## src/rtl/vga_pkg.sv

```systemverilog
// Shared VGA timing defaults, colour bit indices and derived-total helpers.
// Combinational only, no handshake.
package vga_pkg;
  localparam int CNT_W = 11;
  typedef logic [CNT_W-1:0] cnt_t;

  // Raw (active-high) timing flags carried through the alignment delay line
  typedef struct packed {
    logic active;
    logic hs;
    logic vs;
  } sync_t;

  localparam int H_ACTIVE_DEF = 800;
  localparam int H_FP_DEF     = 40;
  localparam int H_SYNC_DEF   = 48;
  localparam int H_BP_DEF     = 88;
  localparam int V_ACTIVE_DEF = 480;
  localparam int V_FP_DEF     = 13;
  localparam int V_SYNC_DEF   = 3;
  localparam int V_BP_DEF     = 32;

  localparam int RED   = 2;
  localparam int GREEN = 1;
  localparam int BLUE  = 0;

  function automatic int h_total(input int active, input int fp, input int sync, input int bp);
    return active + fp + sync + bp;
  endfunction

  function automatic int v_total(input int active, input int fp, input int sync, input int bp);
    return active + fp + sync + bp;
  endfunction
endpackage

```

## src/rtl/sync_delay_line.sv

```systemverilog
// DEPTH-stage, WIDTH-bit shift register (DEPTH=0 is a wire); latency DEPTH clocks.
// No backpressure: shifts every clock, stages reset to RST_VAL.
module sync_delay_line #(
  parameter int               DEPTH   = 2,
  parameter int               WIDTH   = 3,
  parameter logic [WIDTH-1:0] RST_VAL = '0
) (
  input  logic             VGA_CLOCK,
  input  logic             RESET_N,
  input  logic [WIDTH-1:0] din,
  output logic [WIDTH-1:0] dout
);
  if (DEPTH == 0) begin : g_bypass
    assign dout = din;
  end else begin : g_shift
    logic [WIDTH-1:0] stage [DEPTH];

    always_ff @(posedge VGA_CLOCK or negedge RESET_N) begin
      if (!RESET_N) begin
        for (int i = 0; i < DEPTH; i++) stage[i] <= RST_VAL;
      end else begin
        stage[0] <= din;
        for (int i = 1; i < DEPTH; i++) stage[i] <= stage[i-1];
      end
    end

    assign dout = stage[DEPTH-1];
  end
endmodule

```

## src/rtl/vga_timing_gen.sv

```systemverilog
// Raster timing generator: H/V counters and sync/blank decode; pins lag PIXEL_H/V by PIPE_DELAY+1 clocks.
// Free-running, no backpressure; RGB forced to 0 while blanked.
module vga_timing_gen
  import vga_pkg::*;
#(
  parameter int H_ACTIVE   = H_ACTIVE_DEF,
  parameter int H_FP       = H_FP_DEF,
  parameter int H_SYNC     = H_SYNC_DEF,
  parameter int H_BP       = H_BP_DEF,
  parameter int V_ACTIVE   = V_ACTIVE_DEF,
  parameter int V_FP       = V_FP_DEF,
  parameter int V_SYNC     = V_SYNC_DEF,
  parameter int V_BP       = V_BP_DEF,
  parameter bit HS_POL     = 1'b0,
  parameter bit VS_POL     = 1'b0,
  parameter int PIPE_DELAY = 2
) (
  input  logic        VGA_CLOCK,
  input  logic        RESET_N,
  input  logic [2:0]  PIXEL_IN,
  output logic [10:0] PIXEL_H,
  output logic [10:0] PIXEL_V,
  output logic        ACTIVE,
  output logic        FRAME_START,
  output logic        VGA_R,
  output logic        VGA_G,
  output logic        VGA_B,
  output logic        VGA_HS,
  output logic        VGA_VS
);
  localparam int H_TOTAL = h_total(H_ACTIVE, H_FP, H_SYNC, H_BP);
  localparam int V_TOTAL = v_total(V_ACTIVE, V_FP, V_SYNC, V_BP);

  localparam cnt_t H_LAST   = cnt_t'(H_TOTAL - 1);
  localparam cnt_t V_LAST   = cnt_t'(V_TOTAL - 1);
  localparam cnt_t H_ACT_C  = cnt_t'(H_ACTIVE);
  localparam cnt_t V_ACT_C  = cnt_t'(V_ACTIVE);
  localparam cnt_t HS_BEG   = cnt_t'(H_ACTIVE + H_FP);
  localparam cnt_t HS_END   = cnt_t'(H_ACTIVE + H_FP + H_SYNC);
  localparam cnt_t VS_BEG   = cnt_t'(V_ACTIVE + V_FP);
  localparam cnt_t VS_END   = cnt_t'(V_ACTIVE + V_FP + V_SYNC);

  cnt_t  h_cnt;
  cnt_t  v_cnt;
  sync_t raw;
  sync_t dly;

  always_ff @(posedge VGA_CLOCK or negedge RESET_N) begin
    if (!RESET_N) begin
      h_cnt <= '0;
      v_cnt <= '0;
    end else if (h_cnt == H_LAST) begin
      h_cnt <= '0;
      v_cnt <= (v_cnt == V_LAST) ? '0 : v_cnt + cnt_t'(1);
    end else begin
      h_cnt <= h_cnt + cnt_t'(1);
    end
  end

  // Decoded regions; vs only moves when h_cnt wraps because v_cnt does
  always_comb begin
    raw        = '0;
    raw.active = (h_cnt < H_ACT_C) && (v_cnt < V_ACT_C);
    raw.hs     = (h_cnt >= HS_BEG) && (h_cnt < HS_END);
    raw.vs     = (v_cnt >= VS_BEG) && (v_cnt < VS_END);
  end

  sync_delay_line #(
    .DEPTH   (PIPE_DELAY),
    .WIDTH   ($bits(sync_t)),
    .RST_VAL ('0)
  ) u_align (
    .VGA_CLOCK (VGA_CLOCK),
    .RESET_N   (RESET_N),
    .din       (raw),
    .dout      (dly)
  );

  always_ff @(posedge VGA_CLOCK or negedge RESET_N) begin
    if (!RESET_N) begin
      VGA_R  <= 1'b0;
      VGA_G  <= 1'b0;
      VGA_B  <= 1'b0;
      VGA_HS <= ~HS_POL;
      VGA_VS <= ~VS_POL;
    end else begin
      VGA_R  <= dly.active & PIXEL_IN[RED];
      VGA_G  <= dly.active & PIXEL_IN[GREEN];
      VGA_B  <= dly.active & PIXEL_IN[BLUE];
      VGA_HS <= dly.hs ~^ HS_POL;
      VGA_VS <= dly.vs ~^ VS_POL;
    end
  end

  assign PIXEL_H     = h_cnt;
  assign PIXEL_V     = v_cnt;
  assign ACTIVE      = raw.active;
  assign FRAME_START = (h_cnt == '0) && (v_cnt == '0);
endmodule

```

## config.mk

```make
export PLATFORM = sky130hd
export DESIGN_NAME = vga_timing_gen
export DESIGN_NICKNAME = d
export VERILOG_FILES = /design/src/rtl/vga_pkg.sv /design/src/rtl/sync_delay_line.sv /design/src/rtl/vga_timing_gen.sv
export SDC_FILE = /design/constraint.sdc
export NUM_CORES = 1
export LEC_CHECK = 0
export ABC_AREA = 1
export BUFFER_PORTS_ARGS = -buffer_cell sky130_fd_sc_hd__buf_2
export CORE_MARGIN = 8
export CORE_UTILIZATION = 58
export CTS_CLUSTER_DIAMETER = 60
export DETAILED_ROUTE_END_ITERATION = 10
export PLACE_DENSITY = 0.85
export SYNTH_ARGS = -nofsm -noshare
export SYNTH_HDL_FRONTEND = slang
export SYNTH_HIERARCHICAL = 1
export SYNTH_SLANG_ARGS = --single-unit
```

## constraint.sdc

```tcl
create_clock -name VGA_CLOCK -period 3.1 [get_ports VGA_CLOCK]
set_input_delay 0.62 -clock VGA_CLOCK [delete_from_list [all_inputs] [get_ports VGA_CLOCK]]
set_output_delay 0.62 -clock VGA_CLOCK [all_outputs]
set_load 0.05 [all_outputs]
```

==> impl.org <==
** Critical path
- Reg2Reg Setup Slack :: 1.41 ns
- STA puts the critical path data arrival time at 1.80 ns.
- Number of cells on the worst reg-to-reg path :: 7
- STA classifies the critical path endpoint as a primary output.
- For the worst setup path, the data required time is 2.48 ns.
- Launching point of the worst reg2reg path :: PIXEL_H[0]
- Kind of critical path :: reg -> out
- Largest fanout of any net on the critical path :: 7
- Crit start category :: flip-flop
- The worst register-to-register path ends at PIXEL_V[6].

** Global routing
- Antenna violations before repair :: 0
- Total congestion overflow :: 0
- The via count of the first global-routing pass is 1427.
- Entering global routing, the biggest net connects 34 pins.
- Wire length of the first global-routing pass :: 6200 µm
- Overall routing resource usage :: between 10% and 20%

** STA
- WHS :: 0.320 ns
- Fin Setup TNS :: 0 ns
- Final setup violation count :: 0
- Setup repair after global routing missed its margin :: false
- Number of endpoints with negative hold slack in the final report :: 0
- Maximum clock frequency :: about 0.41 GHz
- Final Worst Setup Slack :: approximately 0.68 ns
- After layout, the worst path uses between 70% and 80% of the clock period.
- The final count of pins violating max slew was 0.
- Actual slew at the worst max-slew pin :: approximately 0.70 ns
- The clock arrives with 0.00599 ns of skew.
- Clock period minus final worst setup slack :: 2.42 ns
- Worst-case headroom to the max-slew limit :: a little over half

** Finish
- Leaving out fill and tap cells, the most frequent cell in the layout is sky130_fd_sc_hd__nand2_1.
- After the flow finishes, the layout carries non-filler instances totaling 271.
- The multi-input combinational cells in the finished layout cover a total of 718 µm².
- Reg area :: 828 µm²
- After filler insertion, the fill cell instance count of the layout stands at 230.
- Commonest non-fill, non-tap cells in the layout :: 38 x sky130_fd_sc_hd__nand2_1, 33 x sky130_fd_sc_hd__buf_2, 32 x sky130_fd_sc_hd__inv_1
- Post-layout net count :: roughly 250
- Diodes inserted :: 0
- Area Growth Syn to Fin :: 12.7%
- Fraction of final layout cells sized beyond drive strength 1 :: a little over a quarter

** Detailed routing
- Drt initial violations :: 73
- Using the TritonRoute via totals, the vias-per-cell ratio works out to between 5 and 6.
- Total number of vias :: about 1.4k
- After detailed routing, the average wire length per cell comes to 13.0 µm.
- Before antenna repair, the detailed router went through 4 iterations.
- DRC viols :: 0
- After detailed routing, the total wire length is 3530 µm.
- In this run the remaining antenna-violating nets after routing total 0.

** Synthesis
- Flops & latches, synth :: 33
- Post-synth net total :: 213
- The synthesized netlist contains 26 unique library cells.
- Synthesis warning total :: 6
- Cells after synthesis :: 203
- Mean instance size in the synthesized netlist :: 8.47 µm²
- Post-synthesis cell area :: roughly 1700 µm²
- Sequential elements use 48.2% of the synthesized area.

** Die
- During I/O placement, the number of pins put on the boundary was 34.
- Area enclosed by the die boundary :: 4960 µm²
- Measured along the x axis, the die boundary spans 70.4 µm.
- The core region is 2780 µm².
- Total number of placement rows :: 19
- Starting density of the core :: 61.8%
- From bottom edge to top edge, the die measures 70.4 µm.

** Outcome
- Status :: complete, no violations

** Clock network
- Number of buffers created by CTS :: 5
- The number of setup buffers added after CTS is 0.
- Number of buffers on the longest clock path :: 2
- After clock tree synthesis, the repair step resized 0 gates.
- TritonCTS clock tree :: done
- Clock-pin slew was measured on the worst setup and hold paths at 0.10 ns.
- Count of hold-fix buffers inserted at cts :: 0
- The H-tree was split into 2 levels.
- Clock Root Buffer :: sky130_fd_sc_hd__clkbuf_4
- Latest clock arrival within the worst-skew pair :: 0.34 ns
- The clock drives 33 sinks.

** Placed design
- After legalization and detailed placement, the total HPWL measured 2640 µm.
- Cells after DPL :: 263
- The congestion estimate from routability-driven global placement came to 0.943.
- In this run the tool buffered the top-level ports with 33 buffer cells.
- Placement Setup Slack :: 1.06 ns

** Job
- The tool flagged a number of max-cap violations equal to 0.

** Power and ir drop
- IR analysis of the VDD net gives a maximum drop of 0.334 mV.
- In this run the static leakage power is between 1 and 1.5 nW.
- Pwr/cell area :: 354 nW/µm²

** Min path
- HP Class :: in -> async
-- per-layer routing --
layer / GRT usage [%] / vias up / wire length [µm]
met5: 0 / - / 0
met4: 6.70 / 0 / 51
met3: 6.92 / 7 / 298
met2: 24.3 / 54 / 1610
met1: 17.6 / 648 / 1570
li1: - / 713 / -
-- power breakdown --
group	switching, mW	internal [mW]	leakage (nW)
combinational	0.0171	0.00379	0.639
clock	0.146	0.0863	0.0320
sequential	0.000390	0.432	0.422
-- synth_stat cells --
| cell type | count | share of area, % |
|---|---|---|
| sky130_fd_sc_hd__xnor2_2 | 2 | 1.9 |
| sky130_fd_sc_hd__nor4_1 | 1 | 0.36 |
| sky130_fd_sc_hd__dfstp_2 | 2 | 3.1 |
| sky130_fd_sc_hd__a21oi_1 | 4 | 1.2 |
| sky130_fd_sc_hd__nor3_1 | 7 | 2.0 |
| sky130_fd_sc_hd__nand3_2 | 1 | 0.58 |
| sky130_fd_sc_hd__inv_1 | 32 | 7.0 |
| sky130_fd_sc_hd__xor2_1 | 4 | 2.0 |
| sky130_fd_sc_hd__nand2_1 | 38 | 8.3 |
| sky130_fd_sc_hd__nand2_4 | 3 | 2.0 |
| sky130_fd_sc_hd__nor2_4 | 3 | 2.0 |
| sky130_fd_sc_hd__a211oi_1 | 1 | 0.44 |
| sky130_fd_sc_hd__o21ai_0 | 3 | 0.87 |
| sky130_fd_sc_hd__o21ai_1 | 3 | 0.87 |
| sky130_fd_sc_hd__nor2_1 | 22 | 4.8 |
| sky130_fd_sc_hd__nor2_2 | 3 | 1.1 |
| sky130_fd_sc_hd__nand2_2 | 5 | 1.8 |
| sky130_fd_sc_hd__nand4_1 | 4 | 1.5 |
| sky130_fd_sc_hd__buf_4 | 3 | 1.3 |
| sky130_fd_sc_hd__ha_1 | 5 | 3.6 |
| sky130_fd_sc_hd__inv_2 | 4 | 0.87 |
| sky130_fd_sc_hd__buf_8 | 1 | 0.87 |
| sky130_fd_sc_hd__dfrtp_1 | 31 | 45 |
| sky130_fd_sc_hd__nand3b_1 | 2 | 0.87 |
| sky130_fd_sc_hd__nand3_1 | 18 | 5.2 |
| sky130_fd_sc_hd__a31oi_1 | 1 | 0.36 |
-- sequential cells by signal (all words and copies together) (netlist names) --
name	count
PIXEL_H	11
PIXEL_V	11
u_align/dout	3
u_align/g_shift.stage	3
VGA_B	1
VGA_G	1
VGA_HS	1
VGA_R	1
VGA_VS	1
-- metrics by stage --
stage / total power, mW / utilization, % / cell area, µm²
detailed placement: 0.463 / 67.8 / 1890
CTS: 0.694 / 69.6 / 1940
global placement: 0.463 / 67.8 / 1890
global route: 0.715 / 69.6 / 1940
finish: 0.685 / 69.6 / 1940
floorplan: 0.450 / - / 1720
-- worst max-delay path, cell delays in order (launching register included) --
cell	delay (ns)
sky130_fd_sc_hd__dfrtp_1	0.47
sky130_fd_sc_hd__inv_1	0.12
sky130_fd_sc_hd__ha_1	0.14
sky130_fd_sc_hd__nand2_1	0.06
sky130_fd_sc_hd__nor3_1	0.15
sky130_fd_sc_hd__nand4_1	0.13
sky130_fd_sc_hd__nor2_1	0.12
sky130_fd_sc_hd__buf_2	0.27
-- cell families after synthesis --
kind of cell | count (synthesis) | share of synthesized area [%]
buffers and inverters | 40 | 10.0
AOI/OAI and AO/OA | 12 | 3.71
adders and majority gates | 5 | 3.64
xor gates and xnor gates | 6 | 3.93
DFF | 33 | 48.2
and+or+nand+nor | 107 | 30.5
-- layout make-up --
type	count	share of cell area (%)
Clock buffer	6	2.13
Clock inverter	2	0.517
Inverter	36	6.98
Multi-Input combinational cell	130	37.1
Sequential cell	33	42.8
Tap cell	31	2.00
Timing Repair Buffer	33	8.53
-- worst max path at each step --
| stage | startpoint | to | slack, ns | cells past startpoint |
|---|---|---|---|---|
| finish | PIXEL_V[0] | FRAME_START | 0.68 | 7 |
| global route | PIXEL_V[0] | FRAME_START | 0.56 | 7 |
| CTS | PIXEL_V[0] | FRAME_START | 0.68 | 7 |
| detailed placement | PIXEL_V[0] | FRAME_START | 1.06 | 7 |
| floorplan | PIXEL_V[0] | FRAME_START | 0.64 | 6 |
| global placement | PIXEL_V[0] | FRAME_START | 1.14 | 7 |
No activity file was read; power rests on OpenSTA's default activity.
